===== config.mk =====
export PLATFORM = sky130hd
export DESIGN_NAME = arc4_key_search_ctrl
export DESIGN_NICKNAME = d
export VERILOG_FILES = /design/src/rtl/arc4_key_search_ctrl.sv
export SDC_FILE = /design/constraint.sdc
export NUM_CORES = 1
export LEC_CHECK = 0
export ABC_AREA = 1
export CORE_MARGIN = 2
export CORE_UTILIZATION = 57
export DETAILED_ROUTE_END_ITERATION = 6
export PLACE_DENSITY = 0.86
export SYNTH_ARGS = -nofsm -noshare
export SYNTH_HDL_FRONTEND = slang
export SYNTH_SLANG_ARGS = --single-unit

===== constraint.sdc =====
create_clock -name clk_i -period 2.55 [get_ports clk_i]
set_input_delay 0.51 -clock clk_i [delete_from_list [all_inputs] [get_ports clk_i]]
set_output_delay 0.51 -clock clk_i [all_outputs]
set_load 0.005 [all_outputs]

===== src/rtl/arc4_key_search_ctrl.sv =====
// Key-search sequencer: runs the arc4 core for each candidate key, then scans the
// length-prefixed plaintext for printable bytes. Optional KEY_SEARCH_COUNT_EN adds keys_tried_o.
module arc4_key_search_ctrl #(
    parameter logic [23:0] KEY_FIRST = 24'h000000,
    parameter logic [23:0] KEY_LAST  = 24'hFFFFFF,
    parameter logic [7:0]  CHAR_LO   = 8'h20,
    parameter logic [7:0]  CHAR_HI   = 8'h7E
) (
    input  logic        clk_i,
    input  logic        rst_n_i,
    input  logic        en_i,
    output logic        rdy_o,
    output logic        key_valid_o,
    output logic [23:0] key_o,
    output logic        a4_en_o,
    input  logic        a4_rdy_i,
    output logic [23:0] a4_key_o,
    output logic        pt_sel_o,
    output logic [7:0]  pt_addr_o,
    input  logic [7:0]  pt_rddata_i
`ifdef KEY_SEARCH_COUNT_EN
    ,
    output logic [23:0] keys_tried_o
`endif
);

    typedef enum logic [2:0] {
        S_IDLE, S_START, S_WAIT_BUSY, S_WAIT_DONE, S_LEN, S_SCAN, S_PASS, S_FAIL
    } state_t;

    state_t      state_q, state_d;
    logic [23:0] a4_key_q, a4_key_d;
    logic [23:0] key_q, key_d;
    logic        key_valid_q, key_valid_d;
    logic [7:0]  len_q, len_d;
    logic [7:0]  idx_q, idx_d;
    logic        byte_ok;
`ifdef KEY_SEARCH_COUNT_EN
    logic [23:0] cnt_q, cnt_d;
`endif

    always_ff @(posedge clk_i or negedge rst_n_i) begin
        if (!rst_n_i) begin
            state_q     <= S_IDLE;
            a4_key_q    <= KEY_FIRST;
            key_q       <= '0;
            key_valid_q <= 1'b0;
            len_q       <= '0;
            idx_q       <= '0;
`ifdef KEY_SEARCH_COUNT_EN
            cnt_q       <= '0;
`endif
        end else begin
            state_q     <= state_d;
            a4_key_q    <= a4_key_d;
            key_q       <= key_d;
            key_valid_q <= key_valid_d;
            len_q       <= len_d;
            idx_q       <= idx_d;
`ifdef KEY_SEARCH_COUNT_EN
            cnt_q       <= cnt_d;
`endif
        end
    end

    assign byte_ok = (pt_rddata_i >= CHAR_LO) && (pt_rddata_i <= CHAR_HI);

    // Read addresses are issued combinationally so each byte returns the very next cycle.
    always_comb begin
        state_d     = state_q;
        a4_key_d    = a4_key_q;
        key_d       = key_q;
        key_valid_d = key_valid_q;
        len_d       = len_q;
        idx_d       = idx_q;
        a4_en_o     = 1'b0;
        pt_sel_o    = 1'b0;
        pt_addr_o   = 8'h00;
`ifdef KEY_SEARCH_COUNT_EN
        cnt_d       = cnt_q;
`endif
        case (state_q)
            S_IDLE: begin
                if (en_i) begin
                    state_d     = S_START;
                    key_valid_d = 1'b0;
                    a4_key_d    = KEY_FIRST;
`ifdef KEY_SEARCH_COUNT_EN
                    cnt_d       = '0;
`endif
                end
            end
            S_START: begin
                if (a4_rdy_i) begin
                    a4_en_o = 1'b1;
                    state_d = S_WAIT_BUSY;
                end
            end
            S_WAIT_BUSY: begin
                if (!a4_rdy_i) state_d = S_WAIT_DONE;
            end
            S_WAIT_DONE: begin
                if (a4_rdy_i) begin
                    pt_sel_o = 1'b1;
                    state_d  = S_LEN;
                end
            end
            S_LEN: begin
                pt_sel_o = 1'b1;
                len_d    = pt_rddata_i;
                if (pt_rddata_i == 8'h00) begin
                    state_d = S_PASS;
                end else begin
                    pt_addr_o = 8'h01;
                    idx_d     = 8'h01;
                    state_d   = S_SCAN;
                end
            end
            S_SCAN: begin
                // pt_rddata_i holds the byte at idx_q; stop issuing on the first bad byte.
                pt_sel_o  = 1'b1;
                pt_addr_o = idx_q;
                if (!byte_ok) begin
                    state_d = S_FAIL;
                end else if (idx_q == len_q) begin
                    state_d = S_PASS;
                end else begin
                    pt_addr_o = idx_q + 8'd1;
                    idx_d     = idx_q + 8'd1;
                end
            end
            S_PASS: begin
                key_d       = a4_key_q;
                key_valid_d = 1'b1;
                state_d     = S_IDLE;
`ifdef KEY_SEARCH_COUNT_EN
                if (cnt_q != 24'hFFFFFF) cnt_d = cnt_q + 24'd1;
`endif
            end
            S_FAIL: begin
`ifdef KEY_SEARCH_COUNT_EN
                if (cnt_q != 24'hFFFFFF) cnt_d = cnt_q + 24'd1;
`endif
                if (a4_key_q == KEY_LAST) begin
                    key_valid_d = 1'b0;
                    state_d     = S_IDLE;
                end else begin
                    a4_key_d = a4_key_q + 24'd1;
                    state_d  = S_START;
                end
            end
            default: state_d = S_IDLE;
        endcase
    end

    assign rdy_o       = (state_q == S_IDLE);
    assign key_valid_o = key_valid_q;
    assign key_o       = key_q;
    assign a4_key_o    = a4_key_q;
`ifdef KEY_SEARCH_COUNT_EN
    assign keys_tried_o = cnt_q;
`endif

endmodule


### After elaboration in Yosys (flattened, before gate mapping)

Cells that the tools add are included.

| word-level totals | value |
|---|---|
| register bits | 68 |
| input port bits | 12 |
| output and inout bits | 60 |

| cells by class | value |
|---|---|
| add/sub/neg operators | 2 |
| reduce and logical (&&, ||, !) cells | 11 |
| order comparisons | 2 |
| multiplexer cells | 24 |
| eq/ne operators | 17 |

Operator list:

| cell | number |
|---|---|
| $mux W24 | 2 |
| $pmux W24 S2 | 1 |
| $pmux W8 S2 | 2 |
| $add A24 B1 Y24 const B | 1 |
| $eq A24 B24 Y1 const B | 1 |
| $mux W8 | 3 |
| $pmux W3 S8 | 1 |
| $mux W3 | 6 |
| $ne A2 B2 Y1 const B | 7 |
| $eq A3 B3 Y1 const B | 4 |
| $add A8 B1 Y8 const B | 1 |
| $eq A8 B8 Y1 | 1 |
| $ge A8 B6 Y1 const B | 1 |
| $le A8 B7 Y1 const B | 1 |
| $logic_not A8 Y1 | 1 |
| $eq A3 B2 Y1 const B | 2 |
| $mux W1 | 6 |
| $reduce_and A3 Y1 | 2 |
| $reduce_and A5 Y1 | 1 |
| $reduce_bool A2 Y1 | 2 |
| $eq A3 B1 Y1 const B | 1 |
| $logic_not A3 Y1 | 1 |
| $ne A3 B3 Y1 const B | 1 |
| $pmux W1 S3 | 1 |
| 6 further kinds | 6 |

### Logic depth before layout (Yosys ltp)

Gate-level depths: netlist (run 1).

| logic depth | value |
|---|---|
| depth after elaboration | 4 |
| gate-level depth with buffers | 12 |

### Worst setup path before layout (run 1)

No wires, ideal clock.

| timing | value |
|---|---|
| path kind | input to output |
| start | in pt_rddata_i[6] |
| end | out pt_addr_o[2] |
| cell stages on the path | 10 |
| data arrival time | 1436 ps |
| path buffers | 2 |
| path slack | 604 ps |
| cells stage by stage | inv_1 > nor2_1 > nand2_1 > and2_1 > clkbuf_1 > buf_2 > nand3_1 > nand2_1 > nand3_1 > inv_1 |

| on the way | value |
|---|---|
| longest elaborated chain between the ends | 4 |
| elaborated cells between the ends (all ways) | 5 |
| those cells by class | 2 x order compare; 2 x mux; 1 x reduce/logical |

Ends and longest elaborated chain:

| item | line | RTL |
|---|---|---|
| start, declared | 20 | `input logic [7:0] pt_rddata_i` |
| $ge A8 B6 Y1 or $le A8 B7 Y1 (tied branches) | 66 | `assign byte_ok = (pt_rddata_i >= CHAR_LO) && (pt_rddata_i <= CHAR_HI);` |
| $logic_and A1 B1 Y1 * | 66 |  |
| $mux W8 * | 123 | `if (!byte_ok) begin` |
| $pmux W8 S2 * | 82 | `case (state_q)` |
| end, declared | 19 | `output logic [7:0] pt_addr_o,` |

Mark *: on every way between the ends. The rest lies on a longest branch, timed or not.

### Worst setup path after layout (run 1)

| timing | value |
|---|---|
| start | reg idx_q[4] |
| end | out pt_addr_o[0] |

| on the way | value |
|---|---|
| longest elaborated chain between the ends | 4 |

Ends and longest elaborated chain:

| item | line | RTL |
|---|---|---|
| start, declared | 36 | `logic [7:0] idx_q, idx_d;` |
| start signal, assigned | 59 | `idx_q <= idx_d;` |
| $eq A8 B8 Y1 | 125 | `end else if (idx_q == len_q) begin` |
| $mux W8 | 125 |  |
| $mux W8 | 123 |  |
| $pmux W8 S2 | 82 |  |

Every way passes these cells.

==> results of run 1 <==
per-layer routing:
metal	up-vias	GRT usage, %
li1	1879	-
met1	1902	40.70
met2	163	45.94
met3	20	4.571
met4	0	10.23
met5	-	0
power by group through the flow:
stage / logic, W / clock network [W] / registers, W
floorplan: 0.000975 / 0 / 0.00146
global placement: 0.00138 / 0 / 0.00147
detailed placement: 0.00142 / 0 / 0.00148
CTS: 0.00153 / 0.000906 / 0.00146
global route: 0.00181 / 0.000958 / 0.00149
finish: 0.00163 / 0.000902 / 0.00147
synthesized netlist by cell type:
cell type  instances
buf_12             2
a31oi_1            1
nand4_1            8
or2_2              1
dfrtp_1           68
nand2_8            1
o21ai_0           33
nand2_4            3
o22ai_1            1
a21oi_1            3
buf_8              1
clkinv_1           1
nand3_2            2
o21ai_2           10
nor2_4             1
nor3_1             8
ha_1               2
o31ai_1            2
nor2_1            39
inv_2              4
and2_1             2
inv_1             62
clkbuf_1           6
nand2_2            6
buf_2              5
nor2_2             3
nand3b_1           1
nor2_8             1
mux2_2             4
nand2_1          177
xnor2_1            3
xor2_1             7
nand3_1           54
o211ai_1           1
o21ai_1            7
layout by cell type, fill, tap and decap left out, types with 3 or more instances in the layout:
cell | synthesis | layout
o21ai_0 | 33 | 33
nor3_1 | 8 | 7
dlygate4sd2_1 | 0 | 11
inv_1 | 62 | 59
nand2_2 | 6 | 10
clkdlybuf4s50_1 | 0 | 55
o21ai_1 | 7 | 7
inv_2 | 4 | 7
nand4_1 | 8 | 8
and2_4 | 0 | 3
xor2_1 | 7 | 7
a21oi_1 | 3 | 3
clkbuf_8 | 0 | 10
nand2_4 | 3 | 4
nand2_1 | 177 | 172
buf_6 | 0 | 3
nor2_2 | 3 | 4
nand3_1 | 54 | 50
nor2_1 | 39 | 36
buf_4 | 0 | 29
dfrtp_1 | 68 | 67
o21ai_2 | 10 | 10
nand3_2 | 2 | 6
nor2_4 | 1 | 3
mux2_2 | 4 | 4
cells by family after synthesis:
kind of cell / Yosys count / synth area share [%]
and+or+nand+nor: 307 / 34.75
buffers and inverters: 81 / 9.055
DFF: 68 / 43.52
AOI/OAI and AO/OA: 58 / 8.640
xor gates and xnor gates: 10 / 2.240
muxes: 4 / 1.152
adders and majority gates: 2 / 0.6399
per-stage QoR:
step	hold WS (ps)	util (%)	setup WS [ps]	instance area (um2)	total power (W)
after floorplan	214.4	-	603.5	3910	0.002431
after global placement	464.0	71.42	-386.1	4798	0.002848
after detailed placement	462.2	71.42	-445.5	4798	0.002902
after CTS	168.8	75.87	4.704	5097	0.003890
after global routing	205.0	76.91	-52.87	5167	0.004260
final	154.9	76.91	38.75	5167	0.004001
state kept, by name (all words and copies together) (netlist names):
signal and count:
a4_key_o 24, idx_q 8, key_o 24, key_valid_o 1, len_q 8, state_q 3
final timing paths:
check                                                 to  slack, ps  cells after the start
worst max-delay path                        pt_addr_o[0]         40                     12
worst min-delay path               key_o[18]$_DFFE_PN0P_        150                      1
worst max register to register  a4_key_o[11]$_DFFE_PN0P_        460                     11
worst min register to register   key_valid_o$_DFFE_PN0P_        480                      2
max in group asynchronous           len_q[2]$_DFFE_PN0N_       1730                      2
min in group clk_i               key_valid_o$_DFFE_PN0P_        480                      2
critical path, delay by kind of cell, from the launching register on:
kind / cells / cell delay, ps
DFF: 1 / 450
buffers and inverters: 4 / 440
and+or+nand+nor: 8 / 780
final cells by class:
cell class / instances / area (um2)
Multi-Input combinational cell: 382 / 1941
Sequential cell: 68 / 1703
Fill cell: 510 / 1551
Timing Repair Buffer: 105 / 970.9
Inverter: 67 / 251.5
Clock buffer: 10 / 137.6
Tap cell: 80 / 100.1
Clock inverter: 6 / 63.81
repair_timing:
| item | 4_1_cts | 5_1_grt |
|---|---|---|
| setup endpoints to repair | 8 | 8 |
| cloned | 1 | 0 |
| buffers inserted | 10 | 2 |
| gates resized for setup | 31 | 21 |
| pin swaps | 8 | 14 |
==> reports/metrics.yaml, run 1 <==
outcome: "complete, no violations"
p_clk_share_pct: 22.5
drv_cap: 0
grt_pass1_wl_mm: 17.26
synth.distinct_cells: 35
routabilityCongestion: 0.8858
cp_cell_sequence: "inv_2 > nand2_1 > nand2_1 > nand2_2 > nor2_4 > nand2_4 > buf_6 > buf_4 > nand3_1 > nand3_2 > and2_4 > buf_2"
die_h_um: 86.82
ios: 72
grt_overflow_total: 0
cts_buffer_depth: 2
arrival_ps: 2000
cp-end-kind: "output port"
track_usage_pct: 29.09
timing.rr.start: "a4_key_o[1]$_DFFE_PN0P_"
hold_viol_final: 0
cts_tree: "yes"
cp.required_ps: 2040
p_sw_share_pct: 37.89
ys_seq_elements: 68
synthTopCellsByArea: "dfrtp_1 (44%), nand2_1 (17%), nand3_1 (6.9%), inv_1 (6.0%), o21ai_0 (4.2%)"
cts-root-buf: "clkbuf_8"
post-route-period-util_pct: 98.48
synth_cells: 530
first_global_vias: 3712
fp.dieW_um: 86.82
drtIter0Drc: 316
wl_met3_um: 762
ys_seq_area_share_pct: 43.52
initial_utilization_pct: 58.19
max_stage_delay_ps: 450
synth_top_area_share_pct: 43.52
p_leak_nw: 2.496
yosys_warnings: 0
cts_buffers: 9
slew_viol_final: 0
fmax_mhz: 398.2
crit_path_start: "idx_q[4]$_DFFE_PN0P_"
hold_path.class: "in2async"
synth_nets: 544
coreArea_um2: 6719
clkLatencyLatePin_ps: 350
rows: 30
p_seq_share_pct: 36.6
htree_levels: 3
tns_ps: 0
syn_area_um2: 3910
syn_area_per_cell_um2: 7.377
stdcell_count: 718
route.met2.wl_mm: 5.046
routed_via_density: 5.521
critical_path.slowest_cell: "dfrtp_2"
layout-drive-gt1-share_pct: 17.55
num-nets-final: 647
worst-setup-path-type: "reg2out"
clock_skew_ps: 7.872
clk_pin_slew_ps: 80
p_sw_w: 0.001516
firstDrtPassIters: 6
wirelength_mm: 10.69
powerDensity_nw_per_um2: 774.3
hold_buffers: 0
top_layer_used: "met4"
grt_antenna_before_repair: 0
portBuffers: 71
grt_start_max_net_pins: 45
critical_path.most_common_cell: "nand2_1"
setup_viol_count_final: 0
drc_errors: 0
critPathMaxFanout: 5
peakVddDrop_uv: 926.7
p_int_w: 0.002485
dp_hpwl_mm: 7.516
cts_sinks: 68
ant_nets: 0
wl_met1_mm: 4.651
die_area_um2: 7538
power_frac_comb_pct: 40.8
num_vias: 3964
min_period_ps: 2511
antenna_cells: 0
worst_pin_slew_ps: 599.1
syn2layout_area_growth_pct: 32.16
slew_headroom_pct: 60.06
dp_cells: 690
cp-start-kind: "flop"
wire_per_inst_um: 14.88
synth_top_area_cell: "dfrtp_1"
Power figures use the tool's default switching activity.
==> inputs of run 2 (changes only) <==
CORE_UTILIZATION = 50   (was 57)
PLACE_DENSITY = 0.77   (was 0.86)
==> run 2 against run 1 <==
Net effect: flip-flop and latch count stayed put; clock power up 2.5%; total power fell by 2.4%; global-route usage is 4.9 points lower; cell count rose by 3.1%; fmax is 1.1% higher; first-iteration DRC count is 2.2% lower; largest cell class unchanged; combinational power shrank 7%; die area is 13% higher; hold slack worse by 14 ps; critical endpoint is now pt_addr_o[2]; count of clock-buffer cells in the layout increased by 3.
==> reports/metrics.yaml, run 2 (same netlist as run 1, synthesis figures left out) <==
stdcell_count: 740
fmax_mhz: 402.7
grt_start_max_net_pins: 35
total_power_w: 0.003904
fp.dieW_um: 92.43
critical_path.slowest_cell: "dfrtp_1"
clkLatencyLatePin_ps: 340
cts_tree: "yes"
routed_via_density: 5.180
wire_per_inst_um: 13.46
max_stage_delay_ps: 410
first_global_vias: 3519
cp_num_buf_inv: 5
cts_buffer_depth: 2
hold_viol_final: 0
worst-setup-path-type: "reg2out"
hold_path.class: "in2async"
post-route-period-util_pct: 97.37
cp_top_family: "simple AND/OR/NAND/NOR gates"
cp-start-kind: "flop"
postLayoutSetupSlackWorst_ps: 67.05
coreArea_um2: 7647
grt_pass1_wl_mm: 16.58
grt_antenna_before_repair: 0
powerDensity_nw_per_um2: 750.7
setup_viol_count_final: 0
hold_buffers: 0
cp_cell_sequence: "inv_2 > nand2_2 > nand2_1 > nand2_1 > nor2_2 > nand2_2 > buf_6 > buf_6 > nand3_1 > nand2_1 > nand3_2 > inv_1 > clkdlybuf4s15_1"
path_depth: 13
clock_skew_ps: 10.40
slew_viol_final: 0
peakVddDrop_uv: 672.9
whs_ps: 140.6
portBuffers: 71
drv_cap: 0
outcome: "complete, no violations"
antenna_cells: 0
arrival_ps: 1970
drc_errors: 0
firstDrtPassIters: 5
die_area_um2: 8543
ff2ff_path_depth: 11
rows: 32
final_common_cell: "nand2_1"
syn2layout_area_growth_pct: 32.99
p_leak_nw: 2.484
dp_cells: 710
critical_path.most_common_cell: "nand2_1"
num_vias: 3833
grt_setup_unrepaired: "no"
cts-root-buf: "clkbuf_8"
slew_headroom_pct: 65.70
worst_pin_slew_ps: 514.5
routabilityCongestion: 0.9198
critPathMaxFanout: 8
pre_cts_ws_ps: -443.8
clk_pin_slew_ps: 70
die_h_um: 92.43
layout-drive-gt1-share_pct: 17.71
htree_levels: 3
grt_overflow_total: 0
final_cell_mix: "nand2_1 (173), dfrtp_1 (68), inv_1 (59)"
cp.required_ps: 2040
dp_hpwl_mm: 7.118
cts_sinks: 68
min_period_ps: 2483
track_usage_pct: 24.19
cts_buffers: 9
ios: 72
drtIter0Drc: 309
tns_ps: 0
num-nets-final: 649
cp-end-kind: "output port"
initial_utilization_pct: 51.13
wirelength_mm: 9.964
ant_nets: 0
[run 2: layer usage]
| layer | vias up | global-route usage (%) | wire (um) |
|---|---|---|---|
| li1 | 1893 | - | - |
| met1 | 1761 | 36.46 | 4774 |
| met2 | 162 | 35.10 | 4412 |
| met3 | 17 | 3.011 | 593 |
| met4 | 0 | 10.20 | 183 |
| met5 | - | 0 | 0 |
[run 2: power by group]
part,switching (W),internal (W),total (W)
registers,0.000167,0.00130,0.00146
clock network,0.000377,0.000548,0.000925
logic,0.000864,0.000653,0.00152
[run 2: area by class of cell]
class                           instances  area (um2)
Fill cell                             626        2447
Tap cell                              102       127.6
Clock buffer                           13       178.9
Clock inverter                          1       30.03
Inverter                               67       251.5
Sequential cell                        68        1702
Timing Repair Buffer                  107       977.2
Multi-Input combinational cell        382        1933
[run 2: final timing paths]
path                                               from                  endpoint  slack [ps]
max in group asynchronous                       rst_n_i  a4_key_o[15]$_DFFE_PN0P_        1760
worst min-delay path                            rst_n_i      idx_q[7]$_DFFE_PN0P_         140
min in group clk_i                key_o[19]$_DFFE_PN0P_     key_o[19]$_DFFE_PN0P_         490
worst max-delay path               idx_q[0]$_DFFE_PN0P_              pt_addr_o[2]          70
worst max register to register  a4_key_o[1]$_DFFE_PN0P_   a4_key_o[5]$_DFFE_PN0P_         480
worst min register to register    key_o[19]$_DFFE_PN0P_     key_o[19]$_DFFE_PN0P_         490
[run 2: timing repair]
item                       4_1_cts  5_1_grt
gates resized for setup         27       25
setup endpoints to repair        8        8
buffers inserted                 8        7
pin swaps                        6       10
gates cloned                     1        0
[run 2: stage by stage]
stage | utilization, % | cell area (um2)
final | 68.00 | 5200
after global routing | 68.00 | 5200
after CTS | 66.75 | 5105
after detailed placement | 62.91 | 4811
after global placement | 62.91 | 4811
after floorplan | - | 3910
